[src/rtl/input_mailbox.sv]
// Debounced push-button mailbox: posts press events into one memory word via port 2.
// Optional MAILBOX_IRQ_EN adds an irq output that is high while a posted word awaits acknowledge.
module input_mailbox #(
    parameter logic [15:0] MAILBOX_ADDR    = 16'h8001,
    parameter int          DEBOUNCE_CYCLES = 50000,
    parameter bit          BTN_ACTIVE_LOW  = 1'b1
) (
    input  logic        clk,
    input  logic        reset,
    input  logic [3:0]  btn_raw,
    input  logic        io_en,
    input  logic [15:0] dataOut2,
    output logic [15:0] addr2,
    output logic [15:0] dataIn2,
    output logic        we2,
    output logic [3:0]  btn_state
`ifdef MAILBOX_IRQ_EN
    ,
    output logic        irq
`endif
);

    localparam logic [15:0] DB_LAST  = 16'(DEBOUNCE_CYCLES - 1);
    localparam logic [3:0]  IDLE_LVL = BTN_ACTIVE_LOW ? 4'hF : 4'h0;

    typedef enum logic [1:0] {IDLE, WRITE, WAIT_ACK} state_t;

    function automatic logic [2:0] popcount4(input logic [3:0] v);
        return 3'(v[0]) + 3'(v[1]) + 3'(v[2]) + 3'(v[3]);
    endfunction

    function automatic logic [2:0] ovr_sat_add(input logic [2:0] a, input logic [2:0] b);
        logic [3:0] sum;
        sum = {1'b0, a} + {1'b0, b};
        return sum[3] ? 3'd7 : sum[2:0];
    endfunction

    logic [3:0]  sync_p0, sync_p1;
    logic [3:0]  lvl;
    logic [15:0] db_cnt [4];
    logic [3:0]  toggle;
    logic [3:0]  press;
    state_t      state, state_nxt;
    logic [3:0]  pending;
    logic [2:0]  ovr;
    logic [7:0]  seq;
    logic [15:0] last_word;
    logic [15:0] post_word;
    logic        unused_rd_bits;

    assign addr2          = MAILBOX_ADDR;
    assign unused_rd_bits = ^dataOut2[14:0];
    assign lvl            = BTN_ACTIVE_LOW ? ~sync_p1 : sync_p1;
    assign press          = toggle & ~btn_state;
    assign post_word      = {1'b1, ovr, seq, pending};

    always_comb begin
        for (int i = 0; i < 4; i++) begin
            toggle[i] = (lvl[i] != btn_state[i]) && (db_cnt[i] == DB_LAST);
        end
    end

    // Stage p0/p1: synchroniser, then per-button debounce counters
    always_ff @(posedge clk or posedge reset) begin
        if (reset) begin
            sync_p0   <= IDLE_LVL;
            sync_p1   <= IDLE_LVL;
            btn_state <= 4'h0;
            for (int i = 0; i < 4; i++) db_cnt[i] <= 16'h0;
        end else begin
            sync_p0   <= btn_raw;
            sync_p1   <= sync_p0;
            btn_state <= btn_state ^ toggle;
            for (int i = 0; i < 4; i++) begin
                if (lvl[i] == btn_state[i] || toggle[i])
                    db_cnt[i] <= 16'h0;
                else
                    db_cnt[i] <= db_cnt[i] + 16'h1;
            end
        end
    end

    // Event accumulation; a press during WRITE lands in the freshly cleared mask
    always_ff @(posedge clk or posedge reset) begin
        if (reset) begin
            pending   <= 4'h0;
            ovr       <= 3'd0;
            seq       <= 8'd0;
            last_word <= 16'h0;
        end else if (state == WRITE) begin
            pending   <= press;
            ovr       <= 3'd0;
            seq       <= seq + 8'd1;
            last_word <= post_word;
        end else begin
            pending   <= pending | press;
            ovr       <= ovr_sat_add(ovr, popcount4(press & pending));
        end
    end

    always_ff @(posedge clk or posedge reset) begin
        if (reset) state <= IDLE;
        else       state <= state_nxt;
    end

    // we2 is decoded from state so an asynchronous reset drops it immediately
    always_comb begin
        state_nxt = state;
        we2       = 1'b0;
        dataIn2   = last_word;
        case (state)
            IDLE:     if (io_en && (pending != 4'h0)) state_nxt = WRITE;
            WRITE: begin
                we2       = 1'b1;
                dataIn2   = post_word;
                state_nxt = WAIT_ACK;
            end
            WAIT_ACK: if (!dataOut2[15]) state_nxt = IDLE;
            default:  state_nxt = IDLE;
        endcase
    end

`ifdef MAILBOX_IRQ_EN
    always_ff @(posedge clk or posedge reset) begin
        if (reset) irq <= 1'b0;
        else       irq <= (state_nxt == WAIT_ACK);
    end
`endif

endmodule
[config.mk]
export PLATFORM = sky130hd
export DESIGN_NAME = input_mailbox
export DESIGN_NICKNAME = d
export VERILOG_FILES = /design/src/rtl/input_mailbox.sv
export SDC_FILE = /design/constraint.sdc
export NUM_CORES = 1
export LEC_CHECK = 0
export CORE_UTILIZATION = 45
export CTS_CLUSTER_DIAMETER = 200
export DETAILED_ROUTE_END_ITERATION = 6
export PLACE_DENSITY = 0.76
export SLEW_MARGIN = 20
export SYNTH_ARGS = -nofsm -noshare
export SYNTH_HDL_FRONTEND = slang
export SYNTH_SLANG_ARGS = --single-unit
[constraint.sdc]
create_clock -name clk -period 10.35 [get_ports clk]
set_input_delay 3.105 -clock clk [delete_from_list [all_inputs] [get_ports clk]]
set_output_delay 3.105 -clock clk [all_outputs]
set_load 0.005 [all_outputs]
# Yosys cells after proc, flatten, opt, wreduce, memory -nomap -nowiden
# Cells that the tools add are included.
[totals]
regBits = 109
inputBits = 23
out_inout_bits = 37
elab_cells = 67
[op_classes]
n_addsub = 9
eq_ne = 16
mux = 12
bitwise_logic = 6
reduce_logical = 12
[op_table]
columns = ["operator", "count"]
rows = [
  ["16-bit two-way mux", 5],
  ["16-bit by 1-bit adder with 16-bit output, second input constant", 4],
  ["16-bit equality test, second input constant", 4],
  ["8-bit by 1-bit adder with 8-bit output, second input constant", 1],
  ["4-bit bitwise AND", 2],
  ["4-bit inverter", 2],
  ["3-bit two-way mux", 2],
  ["2-bit case mux with 3 select lines", 1],
  ["1-bit logical AND", 5],
  ["3-bit by 3-bit adder with 4-bit output", 1],
  ["1-bit equality test", 4],
  ["1-bit logical OR", 4],
  ["2-bit two-way mux", 2],
  ["4-bit two-way mux", 1],
  ["1-bit != test", 4],
  ["2-bit != test, second input constant", 2],
  ["4-bit bitwise OR", 1],
  ["4-bit nonzero test", 1],
  ["4-bit XOR", 1],
  ["2-bit by 1-bit adder with 3-bit output", 1],
  ["3-bit by 1-bit adder with 3-bit output", 1],
  ["1-bit by 1-bit adder with 2-bit output", 1],
  ["2-bit by 1-bit equality test with 1-bit output, second input constant", 1],
  ["2-bit equality test, second input constant", 1],
  ["3 further kinds", 3],
]

# Longest topological paths before layout
# Gate-level depths: netlist of run 1.
[depth]
depth_word = 11
ltp_mapped = 13
mapped_depth_nobuf = 13

# Worst setup path after synthesis of run 1
# Ideal clock, no wire load.
[synth_path]
kind = "reg-to-output"
startpoint = "register state[1]"
endpoint = "output dataIn2[7]"
arrival_time_ps = 1245
required_time_ps = 7245
slack_ps = 6000
stages_incl_launch_ff = 8
n_path_buf = 3
cell_sequence = "dfrtp_1 -> nand2b_1 -> clkbuf_1 -> inv_1 -> buf_2 -> buf_2 -> nand2_1 -> nand2_1"
[synth_between]
elab_chain_cells = 2
[synth_lines]
columns = ["item", "line_no", "text"]
rows = [
  ["start: declaration", "43", "state_t state, state_nxt;"],
  ["start signal: assignment", "103", "else state <= state_nxt;"],
  ["2-bit by 1-bit equality test with 1-bit output", "111", "case (state)"],
  ["16-bit two-way mux", "111", ""],
  ["end: declaration", "14", "output logic [15:0] dataIn2,"],
]
# No other way between the ends.

# Final worst setup path of run 1
[layout_path]
startpoint = "register state[1]"
endpoint = "output dataIn2[3]"
# The elaborated chain is that of the path after synthesis.

==> results.yml, run 1 <==
routing:
  ant_nets: 0
  drt_iter0_markers: 157
  drc: 0
  detail_route.wirelength_mm: 8.75
  vias: 3460
  firstDrtPassIters: 4
  viasPerCell: 5.07
  routed_wire_length_per_instance_um: 12.8
floorplan:
  fp.dieH_um: 108
  die_area_um2: 11700
  fp-row-count: 38
  fp.coreArea_um2: 10900
  initial_core_util_pct: 46.6
  io_pins: 60
  die_width_um: 108
pwr:
  report.power.total_uw: 708
  comb_power_share_pct: 3.5
  cellPowerDensity_nw_per_um2: 126
  power.switching_fraction_pct: 24.0
  net-switching-power_uw: 170
  power.leakage_uw: 0.00249
  cell_internal_power_dissipation_uw: 538
  p_seq_share_pct: 61.7
  peakVddDrop_uv: 90.5
  power.share.clock_pct: 34.8
setup_path:
  critical_path_class: "reg2out"
  critical-path-max-stage-delay_ns: 0.73
  critical-path-top-cell-by-count: "nand2_1"
  critical_path_cell_count: 5
  critical_path.max_fanout: 27
  critical_path_arrival_ns: 2.88
  cp.buffers_inverters: 2
  critPathRequiredTime_ns: 7.25
  startpoint_type: "register"
  crit_slowest_cell: "inv_1"
  path_delay_family: "buffers and inverters"
  critical_path.cell_chain: "nand2b_1 > inv_1 > nand2_1 > nand2_1 > clkdlybuf4s50_1"
  count_of_cells_along_the_worst_register_to_register_path: 13
  critPathCaptureType: "output port"
placement:
  placement.cell_area_um2: 5420
  dp.final_hpwl_mm: 6.13
  port_buffers: 28
  gp_congestion: 0.815
synthesis:
  synth_edf_count: 0
  netlist-cell-type-count: 36
  yosys_register_bits: 109
  synth.area.top_cells: "dfrtp_1 50%, xnor2_1 9.3%, nor2_1 6.1%"
  synth_ff_type: "dfrtp_1"
  ys.warnings.count: 0
  cell_type_contributing_the_most_total_cell_area_after_synthesis: "dfrtp_1"
  asyncSetResetFlopFracSynth_pct: 100
  synth_seq_area_share_pct: 54.0
  syn_inst: 508
  synthesis.area_per_instance_um2: 9.98
  synthesis.area_um2: 5070
  area_fraction_of_the_dominant_cell_type_after_synthesis_pct: 49.9
sta:
  tightest_slew_ns: 0.982
  maxSlewViolCount: 0
  skew_ns: 0.0118
  final.hold.worst_slack_ns: 0.360
  grt_setup_unrepaired: "no"
  period_share_pct: 57.8
  tns_ns: 0
  timing.slew.headroom_pct: 34.5
  timing.fmax_mhz: 167
  timing_hold_violations_final: 0
  timing.final.crit_period_ns: 5.98
  report.final.setup_viol: 0
clock_tree:
  clock_path_buffers: 2
  cts_tree: "built"
  clk_latency_ns: 0.37
  cts_resized: 0
  post_cts_clock_slew_at_the_launch_and_capture_registers_of_the_worst_setup_and_hold_paths_ns: 0.11
  numClockSinks: 109
  clockRootBuffer: "clkbuf_8"
  cts_hold_buffers: 0
  cts_buffer_count: 9
  cts_setup_buffers: 0
  cts_h_tree_lvls: 3
grt:
  grt_pass1_wl_mm: 15.1
  globalRouteTotalUtil_pct: 16.4
  number_of_global_route_vias_before_repair: 3427
  grt_overflow: 0
  grt_antenna_before_repair: 0
  pin_count_of_the_biggest_net_entering_global_routing: 74
cells_and_area:
  syn_to_final_growth_pct: 10.7
  final_core_utilization_pct: 51.5
  ratio_of_cells_with_drive_above_1_in_the_final_layout_pct: 6.46
  fin_area_um2: 5610
  antennaDiodeCount: 0
  fin_nets: 573
status:
  status: "finished clean"
job:
  drv_cap: 0
min_path:
  hold-path-cell-count: 0
  holdCritPathClass: "reg2reg"
[path summary, 6_finish.rpt]
path / to / slack (ns) / startpoint
worst max register to register: ovr[1]$_DFF_PP0_ / 7.11 / db_cnt[48]$_DFF_PP0_
worst min register to register: sync_p1[1]$_DFF_PP1_ / 0.36 / sync_p0[1]$_DFF_PP1_
min in group asynchronous: db_cnt[43]$_DFF_PP0_ / 3.08 / reset
max in group asynchronous: db_cnt[6]$_DFF_PP0_ / 5.98 / reset
worst min-delay path: sync_p1[1]$_DFF_PP1_ / 0.36 / sync_p0[1]$_DFF_PP1_
worst max-delay path: dataIn2[3] / 4.37 / state[1]$_DFFE_PP0P_
[through the flow]
stage	cells	setup WS (ns)
6_report	682	4.37
3_5_place_dp	666	4.76
2_1_floorplan	522	4.38
5_1_grt	682	4.05
4_1_cts	682	4.33
3_3_place_gp	666	4.78
[area by class of cell]
class                   count  area (um2)
well taps                 140         175
clock inverters             6        53.8
clock buffers              10         138
repair buffers             29         288
flip-flops and latches    109        2740
fillers                   989        5280
multi-input cells         359        2110
inverters                  29         111
[logic make-up after synthesis]
| family | after synthesis | share of synthesized area (%) |
|---|---|---|
| other | 2 | 0.148 |
| adders and majority gates | 13 | 3.65 |
| and+or+nand+nor | 246 | 22.7 |
| AOI/OAI and AO/OA | 18 | 2.64 |
| DFF | 109 | 54.0 |
| xor gates and xnor gates | 66 | 11.4 |
| buffers and inverters | 54 | 5.45 |
[placed cells by master (no fill, tap or decap), types with 8 or more instances in the layout]
| master | n |
|---|---|
| nor2_1 | 82 |
| dfrtp_1 | 101 |
| xor2_1 | 12 |
| inv_1 | 28 |
| clkdlybuf4s50_1 | 28 |
| conb_1 | 16 |
| nand2_1 | 68 |
| nor3_1 | 17 |
| ha_1 | 10 |
| clkbuf_8 | 10 |
| nor4_1 | 20 |
| xnor2_1 | 54 |
| dfstp_2 | 8 |
| nand3_1 | 24 |
| nand4_1 | 13 |
[state kept, by name, summed over array words and instances (netlist names)]
register	flops
sync_p0	4
sync_p1	4
db_cnt	64
pending	4
last_word	16
btn_state	4
seq	8
state	2
ovr	3
[worst reg2reg max path, cell delays in order (launching register included)]
cell and delay, ns:
dfrtp_1 0.40, ha_1 0.22, nand3_2 0.22, nor2_1 0.16, nand4_1 0.12, nor2_1 0.12
ha_1 0.21, nand2_1 0.09, fa_1 0.50, fa_1 0.43, inv_1 0.10, fa_1 0.41
inv_1 0.06, a21oi_1 0.05
[synth_stat cells (all sizes together) (2+ instances only)]
| cell type | number |
|---|---|
| a21o | 4 |
| a21oi | 5 |
| a31o | 2 |
| and3 | 6 |
| buf | 23 |
| clkbuf | 2 |
| conb | 2 |
| dfrtp | 101 |
| dfstp | 8 |
| fa | 3 |
| ha | 10 |
| inv | 29 |
| nand2 | 68 |
| nand2b | 6 |
| nand3 | 25 |
| nand4 | 16 |
| nor2 | 82 |
| nor3 | 17 |
| nor4 | 20 |
| nor4b | 3 |
| o21ai | 4 |
| xnor2 | 54 |
| xor2 | 12 |
[power by group through the flow]
| stage | Sequential [uW] | Combinational [uW] | Clock, uW |
|---|---|---|---|
| 2_1_floorplan | 444 | 22.6 | 0 |
| 3_3_place_gp | 445 | 24.6 | 0 |
| 3_5_place_dp | 445 | 25.6 | 0 |
| 4_1_cts | 437 | 25.7 | 255 |
| 5_1_grt | 438 | 29.2 | 270 |
| 6_report | 437 | 24.6 | 246 |
[layer usage]
layer	track usage, %	vias to the layer above	wire [um]
met1	20.2	1700	3970
met3	4.34	13	302
li1	-	1691	-
met2	28.2	56	4360
met4	4.99	0	117
met5	0	-	0
No activity file was read; power rests on OpenSTA's default activity.
==> run 2: changes to the inputs <==
==> constraint.sdc (replaced) <==
create_clock -name clk -period 5.8 [get_ports clk]
set_input_delay 1.74 -clock clk [delete_from_list [all_inputs] [get_ports clk]]
set_output_delay 1.74 -clock clk [all_outputs]
set_load 0.005 [all_outputs]
==> results.yml, run 2 (synthesis gave the netlist of run 1 again) <==
cells_and_area:
  biggestRegsByFlops: "db_cnt: 64 flops, last_word: 16 flops, seq: 8 flops"
  antennaDiodeCount: 0
  largest_register_ffs: 64
  largest-register: "db_cnt"
  syn_to_final_growth_pct: 11.5
  most_frequent_standard_cell_in_the_layout_excluding_fill_and_tap_cells: "dfrtp_1"
  fin_nets: 574
  layout.cells.most_common_list: "101 x dfrtp_1, 82 x nor2_1, 68 x nand2_1"
  ratio_of_cells_with_drive_above_1_in_the_final_layout_pct: 6.63
routing:
  firstDrtPassIters: 4
  vias: 3483
  detail_route.wirelength_mm: 8.90
  ant_nets: 0
  drt_iter0_markers: 104
  routed_wire_length_per_instance_um: 13.0
  viasPerCell: 5.10
  drc: 0
setup_path:
  cp.buffers_inverters: 2
  critical_path.cell_chain: "nand2b_1 > inv_1 > nand2_1 > nand2_1 > clkdlybuf4s50_1"
  setup.reg_to_reg.worst_slack_ns: 2.51
  crit_slowest_cell: "clkdlybuf4s50_1"
  critical-path-top-cell-by-count: "nand2_1"
  critPathCaptureType: "output port"
  critical_path.max_fanout: 20
  critical-path-max-stage-delay_ns: 0.53
  count_of_cells_along_the_worst_register_to_register_path: 13
  startpoint_type: "register"
  path_delay_family: "buffers and inverters"
  critical_path_class: "reg2out"
  critPathRequiredTime_ns: 4.06
  worst_setup_path_startpoint: "state[1]$_DFFE_PP0P_"
  critical_path_arrival_ns: 2.18
  rr_startpoint: "db_cnt[48]$_DFF_PP0_"
  rr_endpoint: "ovr[1]$_DFF_PP0_"
clock_tree:
  cts_resized: 0
  post_cts_clock_slew_at_the_launch_and_capture_registers_of_the_worst_setup_and_hold_paths_ns: 0.10
  cts_setup_buffers: 0
  numClockSinks: 109
  cts_tree: "built"
  clockRootBuffer: "clkbuf_8"
  cts_hold_buffers: 0
  cts_buffer_count: 9
  clk_latency_ns: 0.38
  clock_path_buffers: 2
  cts_h_tree_lvls: 3
min_path:
  min_delay_worst_endpoint: "sync_p1[2]$_DFF_PP1_"
  holdCritPathClass: "reg2reg"
  min_from: "sync_p0[2]$_DFF_PP1_"
  hold-path-cell-count: 0
pwr:
  power.leakage_uw: 0.00251
  p_seq_share_pct: 58.7
  cell_internal_power_dissipation_uw: 1030
  cellPowerDensity_nw_per_um2: 235
  net-switching-power_uw: 298
  power.switching_fraction_pct: 22.4
  report.power.total_uw: 1330
  power.share.clock_pct: 38.0
  comb_power_share_pct: 3.3
  peakVddDrop_uv: 193
status:
  status: "finished clean"
floorplan:
  fp.coreArea_um2: 10900
  die_area_um2: 11700
  die_width_um: 108
  initial_core_util_pct: 46.6
  fp.dieH_um: 108
  io_pins: 60
  fp-row-count: 38
sta:
  tightest_slew_ns: 0.937
  period_share_pct: 67.6
  grt_setup_unrepaired: "no"
  skew_ns: 0.0124
  report.final.setup_viol: 0
  timing.slew.headroom_pct: 37.6
  timing.fmax_mhz: 255
  timing.final.crit_period_ns: 3.92
  tns_ns: 0
  maxSlewViolCount: 0
  timing_hold_violations_final: 0
grt:
  grt_overflow: 0
  grt_antenna_before_repair: 0
  grt_pass1_wl_mm: 15.6
  number_of_global_route_vias_before_repair: 3552
  globalRouteTotalUtil_pct: 17.0
  pin_count_of_the_biggest_net_entering_global_routing: 81
placement:
  dp.final_hpwl_mm: 6.16
  port_buffers: 28
  gp_congestion: 0.775
job:
  drv_cap: 0
[run 2: power by group through the flow]
stage | Sequential, uW | Combinational (uW) | Clock, uW
after floorplan | 792 | 40.4 | 0
after global placement | 793 | 43.4 | 0
after detailed placement | 794 | 45.2 | 0
after CTS | 779 | 45.3 | 521
after global routing | 781 | 51.5 | 548
final | 780 | 43.6 | 504
[run 2: metrics by stage]
step,setup slack [ns],util (%),instance area [um2],std cells,hold slack [ns]
floorplan,1.20,-,5120,522,0.345
global placement,2.31,49.9,5430,667,0.346
detailed placement,2.27,49.9,5430,667,0.348
CTS,1.84,51.9,5650,683,0.362
global route,1.66,51.9,5650,683,0.364
finish,1.88,51.9,5650,683,0.362
[run 2: metal layers]
| metal | vias up | share of wire (%) | global-route usage, % |
|---|---|---|---|
| li1 | 1691 | - | - |
| met1 | 1714 | 45 | 20.1 |
| met2 | 64 | 49 | 29.4 |
| met3 | 14 | 4.2 | 5.49 |
| met4 | 0 | 1.3 | 4.99 |
| met5 | - | 0 | 0 |
[run 2: worst max path at each step]
stage / to / slack (ns) / cells past startpoint
after global placement: dataIn2[2] / 2.31 / 5
after CTS: dataIn2[1] / 1.84 / 5
after floorplan: btn_state[0]$_DFF_PP0_ / 1.20 / 1
after global routing: dataIn2[1] / 1.66 / 5
final: dataIn2[1] / 1.88 / 5
after detailed placement: dataIn2[1] / 2.27 / 5
[run 2: worst register-to-register path, stage by stage (launching register included)]
cell and delay (ns):
dfrtp_1 0.41, ha_1 0.22, nand3_2 0.21, nor2_1 0.17
nand4_1 0.13, nor2_1 0.12, ha_1 0.22, nand2_1 0.10
fa_1 0.50, fa_1 0.44, inv_1 0.11, fa_1 0.42
inv_1 0.07, a21oi_1 0.05
[run 2: cell type report]
class                   count  area [um2]
multi-input cells         359        2110
repair buffers             30         295
clock inverters             7        98.8
inverters                  29         111
clock buffers               9         124
well taps                 140         175
fillers                   970        5240
flip-flops and latches    109        2740
